File: config.mk
export PLATFORM = sky130hd
export DESIGN_NAME = adder_chunked
export DESIGN_NICKNAME = d
export VERILOG_FILES = /design/src/rtl/adder_pkg.sv /design/src/rtl/adder_chunk.sv /design/src/rtl/adder_chunked.sv
export SDC_FILE = /design/constraint.sdc
export NUM_CORES = 1
export LEC_CHECK = 0
export ABC_AREA = 1
export CAP_MARGIN = 20
export CELL_PAD_IN_SITES_DETAIL_PLACEMENT = 1
export CELL_PAD_IN_SITES_GLOBAL_PLACEMENT = 2
export CORE_ASPECT_RATIO = 1.4
export CORE_MARGIN = 5
export CORE_UTILIZATION = 31
export DETAILED_ROUTE_END_ITERATION = 7
export PLACE_DENSITY = 0.82
export SYNTH_ARGS = -nofsm -noshare
export SYNTH_HDL_FRONTEND = slang
export SYNTH_SLANG_ARGS = --single-unit
File: constraint.sdc
create_clock -name clk -period 1.9 [get_ports clk]
set_input_delay 0.38 -clock clk [delete_from_list [all_inputs] [get_ports clk]]
set_output_delay 0.38 -clock clk [all_outputs]
set_load 0.02 [all_outputs]
File: src/rtl/adder_pkg.sv
// Shared definitions for the chunked serial adder/subtractor.
// Holds the controller state encoding and the default operand/chunk widths.
package adder_pkg;

  localparam int unsigned DEFAULT_WIDTH = 8;
  localparam int unsigned DEFAULT_CHUNK = 2;

  typedef enum logic [1:0] {
    IDLE = 2'd0,
    CALC = 2'd1,
    DONE = 2'd2
  } state_t;

endpackage

File: src/rtl/adder_chunk.sv
// Combinational CHUNK-bit adder slice used once per cycle by adder_chunked.
// Ports:
//   a, b     : CHUNK-bit operand slices
//   cin      : carry into bit 0 of the slice
//   s        : CHUNK-bit sum of the slice
//   cout     : carry out of the slice's top bit
//   c_msb_in : carry into the slice's top bit (for signed overflow)
module adder_chunk #(
  parameter int unsigned CHUNK = 2
) (
  input  logic [CHUNK-1:0] a,
  input  logic [CHUNK-1:0] b,
  input  logic             cin,
  output logic [CHUNK-1:0] s,
  output logic             cout,
  output logic             c_msb_in
);

  logic [CHUNK:0]   full_c;
  logic [CHUNK-1:0] low_c;

  // Full slice sum; the extra bit is the carry out.
  assign full_c = (CHUNK+1)'(a) + (CHUNK+1)'(b) + (CHUNK+1)'(cin);

  // Sum of all bits below the top one; its top bit is the carry into the MSB.
  assign low_c = CHUNK'(a[CHUNK-2:0]) + CHUNK'(b[CHUNK-2:0]) + CHUNK'(cin);

  assign s        = full_c[CHUNK-1:0];
  assign cout     = full_c[CHUNK];
  assign c_msb_in = low_c[CHUNK-1];

endmodule

File: src/rtl/adder_chunked.sv
// Multi-cycle adder/subtractor that processes CHUNK bits per clock.
// Operands are accepted in IDLE, added LSB chunk first over N = WIDTH/CHUNK
// cycles in CALC, and the result is held in DONE until the consumer takes it.
// Ports:
//   clk, rst_n          : clock, asynchronous active-low reset
//   in_valid, in_ready  : operand handshake (ready only in IDLE)
//   a, b, sub           : operands; sub=1 computes a-b
//   out_valid, out_ready: result handshake (valid only in DONE)
//   sum                 : result modulo 2^WIDTH
//   carry_out           : unsigned carry (for sub, 1 = no borrow)
//   overflow            : two's-complement signed overflow
module adder_chunked
  import adder_pkg::*;
#(
  parameter int unsigned WIDTH = DEFAULT_WIDTH,
  parameter int unsigned CHUNK = DEFAULT_CHUNK
) (
  input  logic             clk,
  input  logic             rst_n,
  input  logic             in_valid,
  output logic             in_ready,
  input  logic [WIDTH-1:0] a,
  input  logic [WIDTH-1:0] b,
  input  logic             sub,
  output logic             out_valid,
  input  logic             out_ready,
  output logic [WIDTH-1:0] sum,
  output logic             carry_out,
  output logic             overflow
);

  localparam int unsigned   N    = WIDTH / CHUNK;
  localparam int unsigned   CW   = (N > 1) ? $clog2(N) : 1;
  localparam logic [CW-1:0] LAST = CW'(N - 1);

  if (CHUNK < 2 || (WIDTH % CHUNK) != 0) begin : g_bad_params
    $error("adder_chunked: WIDTH must be a multiple of CHUNK and CHUNK >= 2");
  end

  state_t           state;
  logic [WIDTH-1:0] a_r;
  logic [WIDTH-1:0] b_r;
  logic [WIDTH-1:0] res_r;
  logic             carry;
  logic [CW-1:0]    k;

  logic [CHUNK-1:0]       s_c;
  logic                   cout_c;
  logic                   c_msb_c;
  logic [WIDTH+CHUNK-1:0] res_shift_c;

  // Operand registers shift right each CALC cycle, so the active chunk is
  // always in the low bits; result chunks enter from the top.
  adder_chunk #(
    .CHUNK(CHUNK)
  ) u_chunk (
    .a        (a_r[CHUNK-1:0]),
    .b        (b_r[CHUNK-1:0]),
    .cin      (carry),
    .s        (s_c),
    .cout     (cout_c),
    .c_msb_in (c_msb_c)
  );

  assign res_shift_c = {s_c, res_r};

  // Controller, datapath and registered outputs.
  always_ff @(posedge clk or negedge rst_n) begin
    if (!rst_n) begin
      state     <= IDLE;
      a_r       <= '0;
      b_r       <= '0;
      res_r     <= '0;
      carry     <= 1'b0;
      k         <= '0;
      in_ready  <= 1'b1;
      out_valid <= 1'b0;
      sum       <= '0;
      carry_out <= 1'b0;
      overflow  <= 1'b0;
    end else begin
      case (state)
        IDLE: begin
          if (in_valid) begin
            a_r      <= a;
            // a - b = a + ~b + 1: invert b and seed the carry with sub.
            b_r      <= sub ? ~b : b;
            carry    <= sub;
            k        <= '0;
            in_ready <= 1'b0;
            state    <= CALC;
          end
        end
        CALC: begin
          a_r   <= a_r >> CHUNK;
          b_r   <= b_r >> CHUNK;
          res_r <= res_shift_c[WIDTH+CHUNK-1:CHUNK];
          carry <= cout_c;
          if (k == LAST) begin
            k         <= '0;
            state     <= DONE;
            out_valid <= 1'b1;
            sum       <= res_shift_c[WIDTH+CHUNK-1:CHUNK];
            carry_out <= cout_c;
            overflow  <= c_msb_c ^ cout_c;
          end else begin
            k <= k + CW'(1);
          end
        end
        DONE: begin
          if (out_ready) begin
            out_valid <= 1'b0;
            in_ready  <= 1'b1;
            state     <= IDLE;
          end
        end
        default: begin
          state     <= IDLE;
          in_ready  <= 1'b1;
          out_valid <= 1'b0;
        end
      endcase
    end
  end

endmodule
---- Word level (Yosys, flattened, before mapping) ----
Index checks and enable logic that the tools add are counted.
cells by class
  $add $sub $neg .......................... 5
  equal/unequal tests ..................... 6
  muxes and demuxes ....................... 20
  bitwise logic cells ..................... 4
  reductions and logical operators ........ 7
operator list
  kind                                           number
  case mux 8 bit (2 select lines)                2
  2-to-1 mux 8 bit                               3
  2-to-1 mux 2 bit                               5
  AND reduction 3 bit                            3
  inverter 8 bit                                 1
  != test 2 bit, second input constant           3
  case mux 1 bit (3 select lines)                2
  case mux 2 bit (3 select lines)                1
  2-to-1 mux 1 bit                               5
  == test 2 bit, second input constant           2
  case mux 2 bit (2 select lines)                1
  AND reduction 2 bit                            2
  adder 2 x 2 -> 3 bit                           1
  adder 3 x 1 -> 3 bit                           1
  adder 1 x 1 -> 2 bit                           1
  adder 2 x 1 -> 2 bit                           1
  adder 2 x 1 -> 2 bit, second input constant    1
  == test 2 x 1 -> 1 bit, second input constant  1
  logical NOT 2 bit                              1
  inverter 1 bit                                 2
  case mux 1 bit (2 select lines)                1
  nonzero test 2 bit                             1
  XOR 1 bit                                      1
word-level totals
  register bits after elaboration ......... 41
  input bits .............................. 21
  output and inout port bits .............. 12
  word-level logic and storage cells ...... 53

---- Logic depth before layout (Yosys ltp) ----
Gate-level depths: netlist (run 1).
  depth in word-level cells ............... 4
  gate-level depth with buffers ........... 6
  gate-level depth less buffers ........... 6

---- Cells and area by module ----
Synthesis (run 1) repeated with hierarchy kept, for this count alone.
unflattened totals
  cells, all modules ...................... 233
  area total of the unflattened synthesis .. 1921.8 µm²
by module, submodules not included
  module         instances  cells an instance  area an instance (µm²)  seq. area each (µm²)
  adder_chunked  1          222                1848.0                  977.2
  adder_chunk    1          11                 73.8                    0.0

---- Worst setup path before layout (run 1) ----
Ideal clock, no wire load.
  path kind ............................... reg2reg
  start point ............................. register a_r[0]
  end point ............................... register overflow
  library setup time ...................... 116 ps
  data arrival time ....................... 1484 ps
  data required time ...................... 1784 ps
  setup slack ............................. 299 ps
  stages on the path, launching flop included .. 7
  buffers on the path ..................... 0
  period minus slack after synthesis ...... 1601 ps
  path through ............................ dfrtp_1 inv_1 fa_1 fa_1 xor2_1 nand2_1 nand2_1
on the way
  longest elaborated chain between the ends .. 3
  elaborated cells between the ends (all ways) .. 5
  those cells by class .................... add/sub (4); bitwise (1)
ends and longest elaborated chain
  element                                                       RTL line                              RTL
  start, declared                                               adder_chunked.sv:41                   logic [WIDTH-1:0] a_r;
  start signal, assigned                                        adder_chunked.sv:95                   a_r <= a_r >> CHUNK;
  adder 2 x 2 -> 3 bit or adder 1 x 1 -> 2 bit (tied branches)  adder_chunk.sv:23, adder_chunk.sv:26
  adder 3 x 1 -> 3 bit or adder 2 x 1 -> 2 bit (tied branches)  adder_chunk.sv:23, adder_chunk.sv:26
  XOR 1 bit (*)                                                 adder_chunked.sv:105                  overflow <= c_msb_c ^ cout_c;
  end signal, assigned                                          adder_chunked.sv:105
  end, declared                                                 adder_chunked.sv:29                   output logic overflow
Mark *: on every way between the ends. The rest lies on a longest branch, timed or not.
A chain may end at the register's enable or synchronous reset.

---- Final worst setup path (run 1) ----
  start point ............................. register in_ready
  end point ............................... output port in_ready
RTL lines
  element                 RTL line              RTL
  start, declared         adder_chunked.sv:21   output logic in_ready,
  start signal, assigned  adder_chunked.sv:76   in_ready <= 1'b1;
  start signal, assigned  adder_chunked.sv:90   in_ready <= 1'b0;
  start signal, assigned  adder_chunked.sv:113  in_ready <= 1'b1;
No word-level cell between the ends.

==> results of run 1 <==
-- where the power goes --
group / switching [W] / leakage [nW] / internal (W) / total, W
Combinational: 0.000897 / 0.602 / 0.000624 / 0.00152
Clock: 0.000273 / 0.0422 / 0.000258 / 0.000531
Sequential: 0.000198 / 0.501 / 0.00118 / 0.00138
Total: 0.00137 / 1.15 / 0.00207 / 0.00343
-- logic make-up (layout without fill, tap and decap cells) --
group | Yosys count | after routing | share of synthesized area
and+or+nand+nor | 123 | 123 | 0.2880
DFF | 39 | 39 | 0.5342
buffers and inverters | 30 | 67 | 0.07934
AOI/OAI and AO/OA | 16 | 16 | 0.05541
adders and majority gates | 3 | 3 | 0.02873
xor gates and xnor gates | 3 | 3 | 0.01437
-- stage by stage --
stage,util,hold slack [ns],cell area [sq um],power (W)
6_report,0.3965,0.1406,2308,0.003434
5_1_grt,0.3965,0.1840,2308,0.003746
4_1_cts,0.3965,0.1568,2308,0.003515
3_5_place_dp,0.3825,0.4581,2227,0.002970
3_3_place_gp,0.3825,0.4495,2227,0.002902
2_1_floorplan,-,0.08441,1829,0.002386
-- cell type report --
class,count,area share
clock buffers,7,0.03306
clock inverters,1,0.002168
inverters,20,0.03252
multi-input cells,145,0.3062
flip-flops and latches,39,0.4233
well taps,70,0.03794
repair buffers,39,0.1648
-- state kept, by name (all words and copies together) (netlist names) --
register and cells:
a_r 8, res_r 6, carry 1, sum 8, out_valid 1, b_r 8
carry_out 1, in_ready 1, state 2, overflow 1, k 2
-- placed cells by master, fill, tap and decap left out --
cell type / synthesis / routed
nand2_1: 77 / 77
nand3_1: 40 / 40
dfrtp_1: 38 / 38
o21ai_0: 10 / 10
buf_2: 5 / 1
buf_12: 0 / 1
inv_2: 1 / 1
nor2_1: 4 / 4
clkdlybuf4s50_1: 0 / 31
clkinv_2: 0 / 1
clkbuf_8: 0 / 5
nor2_4: 1 / 1
inv_1: 19 / 19
nand2_4: 1 / 1
dfstp_2: 1 / 1
xor2_1: 3 / 3
ha_1: 1 / 1
clkbuf_1: 0 / 2
o21ai_2: 5 / 5
fa_1: 2 / 2
o31ai_1: 1 / 1
buf_4: 3 / 6
-- worst register-to-register path: cells and delay by family, from the launching register on --
kind | cells | cell delay, ns
XOR/XNOR | 1 | 0.16
flip-flops | 1 | 0.35
buffers and inverters | 1 | 0.06
adder cells (fa/ha/maj) | 2 | 0.91
AND/OR/NAND/NOR | 2 | 0.11
-- layer usage --
metal / track usage / vias up / share of wire
li1: - / 745 / -
met1: 0.1548 / 714 / 0.44
met2: 0.2101 / 31 / 0.50
met3: 0.02794 / 5 / 0.046
met4: 0.04932 / 0 / 0.016
met5: 0 / - / 0
-- final timing paths --
kind | from | slack [ns] | cells past startpoint | to
min in group clk | in_ready$_DFFE_PN1P_ | 0.47 | 2 | in_ready$_DFFE_PN1P_
worst min register to register | in_ready$_DFFE_PN1P_ | 0.47 | 2 | in_ready$_DFFE_PN1P_
worst max-delay path | in_ready$_DFFE_PN1P_ | 0.11 | 1 | in_ready
worst min-delay path | rst_n | 0.14 | 2 | res_r[2]$_DFFE_PN0P_
worst max register to register | a_r[0]$_DFFE_PN0P_ | 0.19 | 6 | overflow$_DFFE_PN0P_
max in group asynchronous | rst_n | 1.41 | 2 | in_ready$_DFFE_PN1P_
==> flow_metrics.tcl, run 1 <==
set metrics [dict create \
    period_share 0.9406 \
    grt_pass1_wl_um 7293 \
    finalClockSkew_ns 0.003088 \
    ioPinCount 33 \
    synthesis.nets 238 \
    hold_viol_final 0 \
    nets 274 \
    multiInputGateArea_sq_um 706.9 \
    hpwl_um 3092 \
    hp-class "primary input to asynchronous set/reset pin" \
    fmax_mhz 559.6 \
    cts.sinks 39 \
    final.min_clock_period_ns 1.787 \
    fill_cells 693 \
    setup_violations 0 \
    cp_slowest_cell "clkdlybuf4s50_1" \
    worst_slack_ns 0.1129 \
    cts_buffers 5 \
    worst_pin_slew_ns 0.4902 \
    power.density_nw_per_um2 1488 \
    startpoint_type "flip-flop" \
    netlist_instances 214 \
    cp.required_ns 1.52 \
    drt_iter0_markers 61 \
    die_area_sq_um 7559 \
    dieWidth_um 74.92 \
    criticalPathCategory "flip-flop to output pin" \
    yosysWarnings 0 \
    rsz0062_at_grt "false" \
    status "complete, no violations" \
    gp_congestion 0.6804 \
    via_per_inst 4.657 \
    ctsLongestPathBuffers 2 \
    cts_setup_buffers 0 \
    core-area_sq_um 5822 \
    grt_pass1_vias 1576 \
    drt_wl_total_um 4196 \
    cts-htree-levels 2 \
    p_leak_nw 1.145 \
    grt_max_degree 40 \
    arrival_ns 1.41 \
    fin_tns_setup_ns 0 \
    synth_cell_type_count 18 \
    synth_commonest_cells "nand2_1 (77), nand3_1 (40), dfrtp_1 (38)" \
    synth-seq-cells 39 \
    first_pass_iters 4 \
    critPathMaxFanout 2 \
    post-place-ws_ns 0.2007 \
    final_layout_size_suffix_gt1_frac 0.09163 \
    wl_per_cell_um 13.07 \
    num_vias 1495 \
    relSlewSlack 0.6720 \
    ir_worst_vdd_mv 0.4307 \
    start_util 0.3142 \
    drv_slew 0 \
    n_antenna_cell 0 \
    synth_edf_count 0 \
    ant_nets 0 \
    io_buffers 32 \
    path_buf_inv 1 \
    drc 0 \
    rows 33 \
    synthMostInstantiatedCell "nand2_1" \
    synth_area_sq_um 1829 \
    tritoncts "yes" \
    crit_path_max_incr_delay_ns 0.60 \
    path_cells "clkdlybuf4s50_1" \
    layout.cells.non_filler 321 \
    ctsResizeCount 0 \
    yosys.area.top_type "dfrtp_1" \
    path_clk_slew_ns 0.07 \
    root_buffer "clkbuf_8" \
    syn_to_final_growth_pct 26.20 \
    insertion_delay_ns 0.28 \
    maxCapViolCount 0 \
    die_y_um 100.9 \
    cp_top_family "buffers and inverters" \
    grt_usage 0.1260 \
    grt_overflow 0 \
    dpl.cell_count 313 \
    synth_top_area_frac 0.5198 \
    avgSynthCellArea_sq_um 8.548 \
    critPathCaptureType "output pin" \
    antenna_found_initial 0 \
    async_reset_ff_frac 1.000 \
    yosysSeqAreaShare 0.5342 \
    regArea_sq_um 977.2 \
    synthFlopType "dfrtp_1" \
    hold_buffers 0 \
    synthTopCellsByArea "dfrtp_1 (52%), nand2_1 (16%), nand3_1 (11%), inv_1 (3.9%), o21ai_0 (2.7%)" \
]
Power figures use the tool's default switching activity.
==> inputs of run 2 (changes only) <==
- clock period: 1.9 -> 1.7 ns (I/O delays scaled with it)
==> flow_metrics.tcl, run 2 (same netlist as run 1, synthesis figures left out) <==
set metrics [dict create \
    ir_worst_vdd_mv 0.4683 \
    reg2regPathDepth 6 \
    grt_pass1_vias 1577 \
    r2r_start "a_r[0]$_DFFE_PN0P_" \
    cp_slowest_cell "clkdlybuf4s50_1" \
    fin_tns_setup_ns 0 \
    num_vias 1545 \
    critPathCaptureType "output pin" \
    path_buf_inv 1 \
    io_buffers 32 \
    final_layout_size_suffix_gt1_frac 0.1102 \
    cp_top_family "buffers and inverters" \
    rsz0062_at_grt "false" \
    grt_usage 0.1271 \
    drc 0 \
    start_util 0.3142 \
    via_per_inst 4.769 \
    cts.sinks 39 \
    largest_registers "a_r x8, b_r x8, sum x8" \
    drt_iter0_markers 40 \
    path_cells "clkdlybuf4s50_1" \
    n_antenna_cell 0 \
    maxCapViolCount 0 \
    hold_viol_final 0 \
    path_clk_slew_ns 0.07 \
    arrival_ns 1.27 \
    r2r_slack_ns 0.12 \
    cts_buffers 5 \
    cts-htree-levels 2 \
    worst_pin_slew_ns 0.4874 \
    hpwl_um 3220 \
    die_y_um 100.9 \
    wl_per_cell_um 13.35 \
    grt_overflow 0 \
    tritoncts "yes" \
    dpl.cell_count 316 \
    final.min_clock_period_ns 1.611 \
    ant_nets 0 \
    r2r-end "overflow$_DFFE_PN0P_" \
    grt_pass1_wl_um 7410 \
    drv_slew 0 \
    rows 33 \
    layout_commonest_cell "nand2_1" \
    antenna_found_initial 0 \
    ioPinCount 33 \
    die_area_sq_um 7559 \
    post-place-ws_ns 0.01843 \
    grt_max_degree 25 \
    hp-class "primary input to asynchronous set/reset pin" \
    worst_slack_ns 0.08924 \
    cts_setup_buffers 0 \
    criticalPathCategory "flip-flop to output pin" \
    period_share 0.9475 \
    layout.cells.non_filler 324 \
    setup_violations 0 \
    core-area_sq_um 5822 \
    crit_path_max_incr_delay_ns 0.62 \
    p_leak_nw 1.163 \
    first_pass_iters 4 \
    gp_congestion 0.7287 \
    drt_wl_total_um 4325 \
    status "complete, no violations" \
    startpoint_type "flip-flop" \
    relSlewSlack 0.6751 \
    critPathMaxFanout 2 \
    insertion_delay_ns 0.28 \
    root_buffer "clkbuf_8" \
    nets 277 \
    ctsLongestPathBuffers 2 \
    cp.required_ns 1.36 \
    dieWidth_um 74.92 \
    layout.cells.most_common_list "nand2_1 (77), nand3_1 (40), dfrtp_1 (38), clkdlybuf4s50_1 (30), inv_1 (19)" \
    power.density_nw_per_um2 1657 \
    finalClockSkew_ns 0.004672 \
    p_total_w 0.003869 \
    fmax_mhz 620.8 \
    syn_to_final_growth_pct 27.63 \
]
[run 2: cell types whose count changed in the layout (fill, tap and decap cells not counted), sizes merged]
cell,previous run,this run
buf,8,11
clkdlybuf4s50,31,30
dlygate4sd2,0,1
[run 2: per-stage QoR]
step           cell area [sq um]  hold WS, ns    util
2_1_floorplan               1829      0.04441       -
3_3_place_gp                2250       0.3258  0.3864
3_5_place_dp                2250       0.3333  0.3864
4_1_cts                     2332      0.02263  0.4006
5_1_grt                     2335      0.04090  0.4010
6_report                    2335      0.01018  0.4010
[run 2: worst max-delay path by stage]
stage	cells after the start	endpoint	startpoint	slack, ns
2_1_floorplan	6	overflow$_DFFE_PN0P_	a_r[0]$_DFFE_PN0P_	0.1
3_5_place_dp	6	overflow$_DFFE_PN0P_	a_r[0]$_DFFE_PN0P_	0.02
4_1_cts	6	overflow$_DFFE_PN0P_	a_r[0]$_DFFE_PN0P_	0.03
3_3_place_gp	6	overflow$_DFFE_PN0P_	a_r[0]$_DFFE_PN0P_	0.06
5_1_grt	6	overflow$_DFFE_PN0P_	b_r[0]$_DFFE_PN0P_	0.03
6_report	1	overflow	overflow$_DFFE_PN0P_	0.09
[run 2: cell type report]
type	instances	area [sq um]
fillers	710	3487
inverters	20	75.07
clock buffers	7	76.32
flip-flops and latches	39	977.2
multi-input cells	145	711.9
repair buffers	42	401.6
well taps	70	87.58
clock inverters	1	5.005
[run 2: power breakdown]
group          internal (W)  leakage (nW)  total [W]  switching (W)
logic              0.000704         0.620    0.00172        0.00101
registers           0.00132         0.501    0.00155       0.000230
clock network      0.000288        0.0422   0.000597       0.000309
total               0.00232          1.16    0.00387        0.00155
[run 2: timing repair]
action                                  4_1_cts  5_1_grt
resized for setup                             2        1
endpoints found under the setup margin        2        3
hold buffers                                  0        0
gates cloned                                  0        0
[run 2: per-layer routing]
layer | vias up | track usage | wire length (um)
li1 | 752 | - | -
met1 | 754 | 0.1525 | 1821
met2 | 33 | 0.2221 | 2238
met3 | 6 | 0.02794 | 205
met4 | 0 | 0.03699 | 60
met5 | - | 0 | 0
==> inputs of run 3 (changes only) <==
- ABC_AREA: 1 -> default
- CORE_UTILIZATION: 31 -> 33
- PLACE_DENSITY: 0.82 -> 0.8
==> flow_metrics.tcl, run 3 <==
set metrics [dict create \
    largest_registers "a_r x8, b_r x8, sum x8" \
    p_sw_frac 0.3624 \
    yosys.area.top_type "dfrtp_1" \
    core-area_sq_um 5159 \
    synth_commonest_cells "dfrtp_1 (38), nand2_1 (17), o21ai_0 (14)" \
    p_leak_nw 1.022 \
    p_total_w 0.004002 \
    die_area_sq_um 6825 \
    synth_area_sq_um 1734 \
    synth_top_area_frac 0.5483 \
    root_buffer "clkbuf_8" \
    gr-usage-met2 0.2354 \
    insertion_delay_ns 0.28 \
    syn_to_final_growth_pct 29.80 \
    criticalPathCategory "flip-flop to output pin" \
    clockPowerShare 0.147 \
    dieWidth_um 71.27 \
    cts-htree-levels 2 \
    path_cells "clkdlybuf4s50_1" \
    synth_cell_type_count 30 \
    grt_overflow 0 \
    final_layout_size_suffix_gt1_frac 0.1702 \
    period_share 0.9449 \
    synthTopCellsByArea "dfrtp_1 (55%), mux2_2 (5.8%), o21ai_0 (4.0%), xor2_1 (4.0%), a22oi_1 (3.9%)" \
    fmax_mhz 622.6 \
    status "complete, no violations" \
    p_sw_w 0.001450 \
    final.min_clock_period_ns 1.606 \
    critPathCaptureType "output pin" \
    rows 31 \
    cts_buffers 5 \
    internal-power_w 0.002551 \
    tritoncts "yes" \
    hp-class "primary input to asynchronous set/reset pin" \
    die_y_um 95.77 \
    path_clk_slew_ns 0.07 \
    grt_max_degree 21 \
    avgSynthCellArea_sq_um 11.88 \
    layout.cells.most_common_list "dfrtp_1 (38), clkdlybuf4s50_1 (30), nand2_1 (17), o21ai_0 (14)" \
    synth-seq-cells 39 \
    grt_pass1_wl_um 6679 \
    synthMostInstantiatedCell "dfrtp_1" \
    drv_slew 0 \
    ant_nets 0 \
    maxCapViolCount 0 \
    relSlewSlack 0.6762 \
    crit_path_max_incr_delay_ns 0.61 \
    drt_wl_total_um 3711 \
    n_antenna_cell 0 \
    via_per_inst 4.843 \
    fin_tns_setup_ns 0 \
    arrival_ns 1.27 \
    power_frac_seq 0.393 \
    hpwl_um 2810 \
    startpoint_type "flip-flop" \
    antenna_found_initial 0 \
    grt_use_met1 0.1319 \
    setup_violations 0 \
    power.density_nw_per_um2 1778 \
    ctsLongestPathBuffers 2 \
    p_comb_frac 0.460 \
    async_reset_ff_frac 1.000 \
    cts.sinks 39 \
    rsz0062_at_grt "false" \
    synthFlopType "dfrtp_1" \
    cp.required_ns 1.36 \
    first_pass_iters 3 \
    met3_usage 0.02926 \
    layout_commonest_cell "dfrtp_1" \
    grt_pass1_vias 1430 \
    drt_iter0_markers 48 \
    critPathMaxFanout 2 \
    grt_usage 0.1244 \
    gp_congestion 0.7049 \
    fill_cells 577 \
    path_buf_inv 1 \
    ioPinCount 33 \
    top_usage_layer "met2" \
    synthesis.nets 170 \
    start_util 0.3362 \
    hold_viol_final 0 \
    worst_pin_slew_ns 0.4845 \
    io_buffers 32 \
    nets 211 \
    yosysSeqAreaShare 0.5635 \
    cp_top_family "buffers and inverters" \
    wl_per_cell_um 14.61 \
    yosysWarnings 0 \
    drc 0 \
    cp_slowest_cell "clkdlybuf4s50_1" \
    num_vias 1230 \
    netlist_instances 146 \
    synth_edf_count 0 \
    finalClockSkew_ns 0.004828 \
    ir_worst_vdd_mv 0.7216 \
]
## run 3: cell count changes after synthesis, moves of 3 or more
cell      delta
inv_1       -11
a22oi_1      +9
o21ai_0      +4
mux2_2       +9
a221o_1      +4
and3_1       +3
a22o_1       +3
nand2b_1     +3
a21oi_1      +3
o21ai_2      -5
nand2_1     -60
nand3_1     -40
xor2_1       +5
## run 3: kinds of logic after synthesis
family | after synthesis | share of synthesized area
AOI/OAI and AO/OA | 39 | 0.1602
xor gates and xnor gates | 9 | 0.04546
adders and majority gates | 3 | 0.03030
buffers and inverters | 16 | 0.04833
DFF | 39 | 0.5635
muxes | 10 | 0.06710
and+or+nand+nor | 30 | 0.08514
## run 3: area by class of cell
cell class | count | area (sq um) | area share
repair buffers | 42 | 401.6 | 0.1784
flip-flops and latches | 39 | 977.2 | 0.4341
clock buffers | 7 | 76.32 | 0.03391
multi-input cells | 91 | 678.2 | 0.3013
inverters | 8 | 30.03 | 0.01334
clock inverters | 1 | 5.005 | 0.002223
well taps | 66 | 82.58 | 0.03669
## run 3: worst paths after layout
kind	startpoint	cells after the start	endpoint	slack, ns
max in group asynchronous	rst_n	2	in_ready$_DFFE_PN1P_	1.13
min	rst_n	1	res_r[2]$_DFFE_PN0P_	0.01
min in group clk	a_r[0]$_DFFE_PN0P_	2	a_r[0]$_DFFE_PN0P_	0.49
max	carry_out$_DFFE_PN0P_	1	carry_out	0.09
min reg2reg	a_r[0]$_DFFE_PN0P_	2	a_r[0]$_DFFE_PN0P_	0.49
max reg2reg	a_r[0]$_DFFE_PN0P_	5	overflow$_DFFE_PN0P_	0.12
## run 3: layer usage
| layer | up-vias | share of wire |
|---|---|---|
| li1 | 588 | - |
| met1 | 612 | 0.40 |
| met2 | 24 | 0.55 |
| met3 | 6 | 0.040 |
| met4 | 0 | 0.017 |
| met5 | - | 0 |
## run 3: per-stage QoR
stage	area [sq um]	utilization	worst slack (ns)	cells	hold slack, ns
after floorplan	1734	-	0.1113	146	0.04441
after global placement	2166	0.4198	0.08440	246	0.3229
after detailed placement	2166	0.4198	-0.02311	246	0.3341
after CTS	2248	0.4358	0.02764	254	0.01579
after global routing	2251	0.4363	0.01802	254	0.03618
final	2251	0.4363	0.09374	254	0.01041
## run 3: power by group through the flow
stage	sequential (W)	clock, W	combinational [W]
CTS	0.00158	0.000618	0.00189
finish	0.00157	0.000587	0.00184
detailed placement	0.00160	0	0.00188
floorplan	0.00170	0	0.00108
global route	0.00162	0.000665	0.00205
global placement	0.00158	0	0.00178
## run 3: what timing repair did
item	CTS	global route
pin swaps	0	0
buffers inserted	0	0
hold buffers	0	0
resized for setup	2	1
setup endpoints to repair	3	4
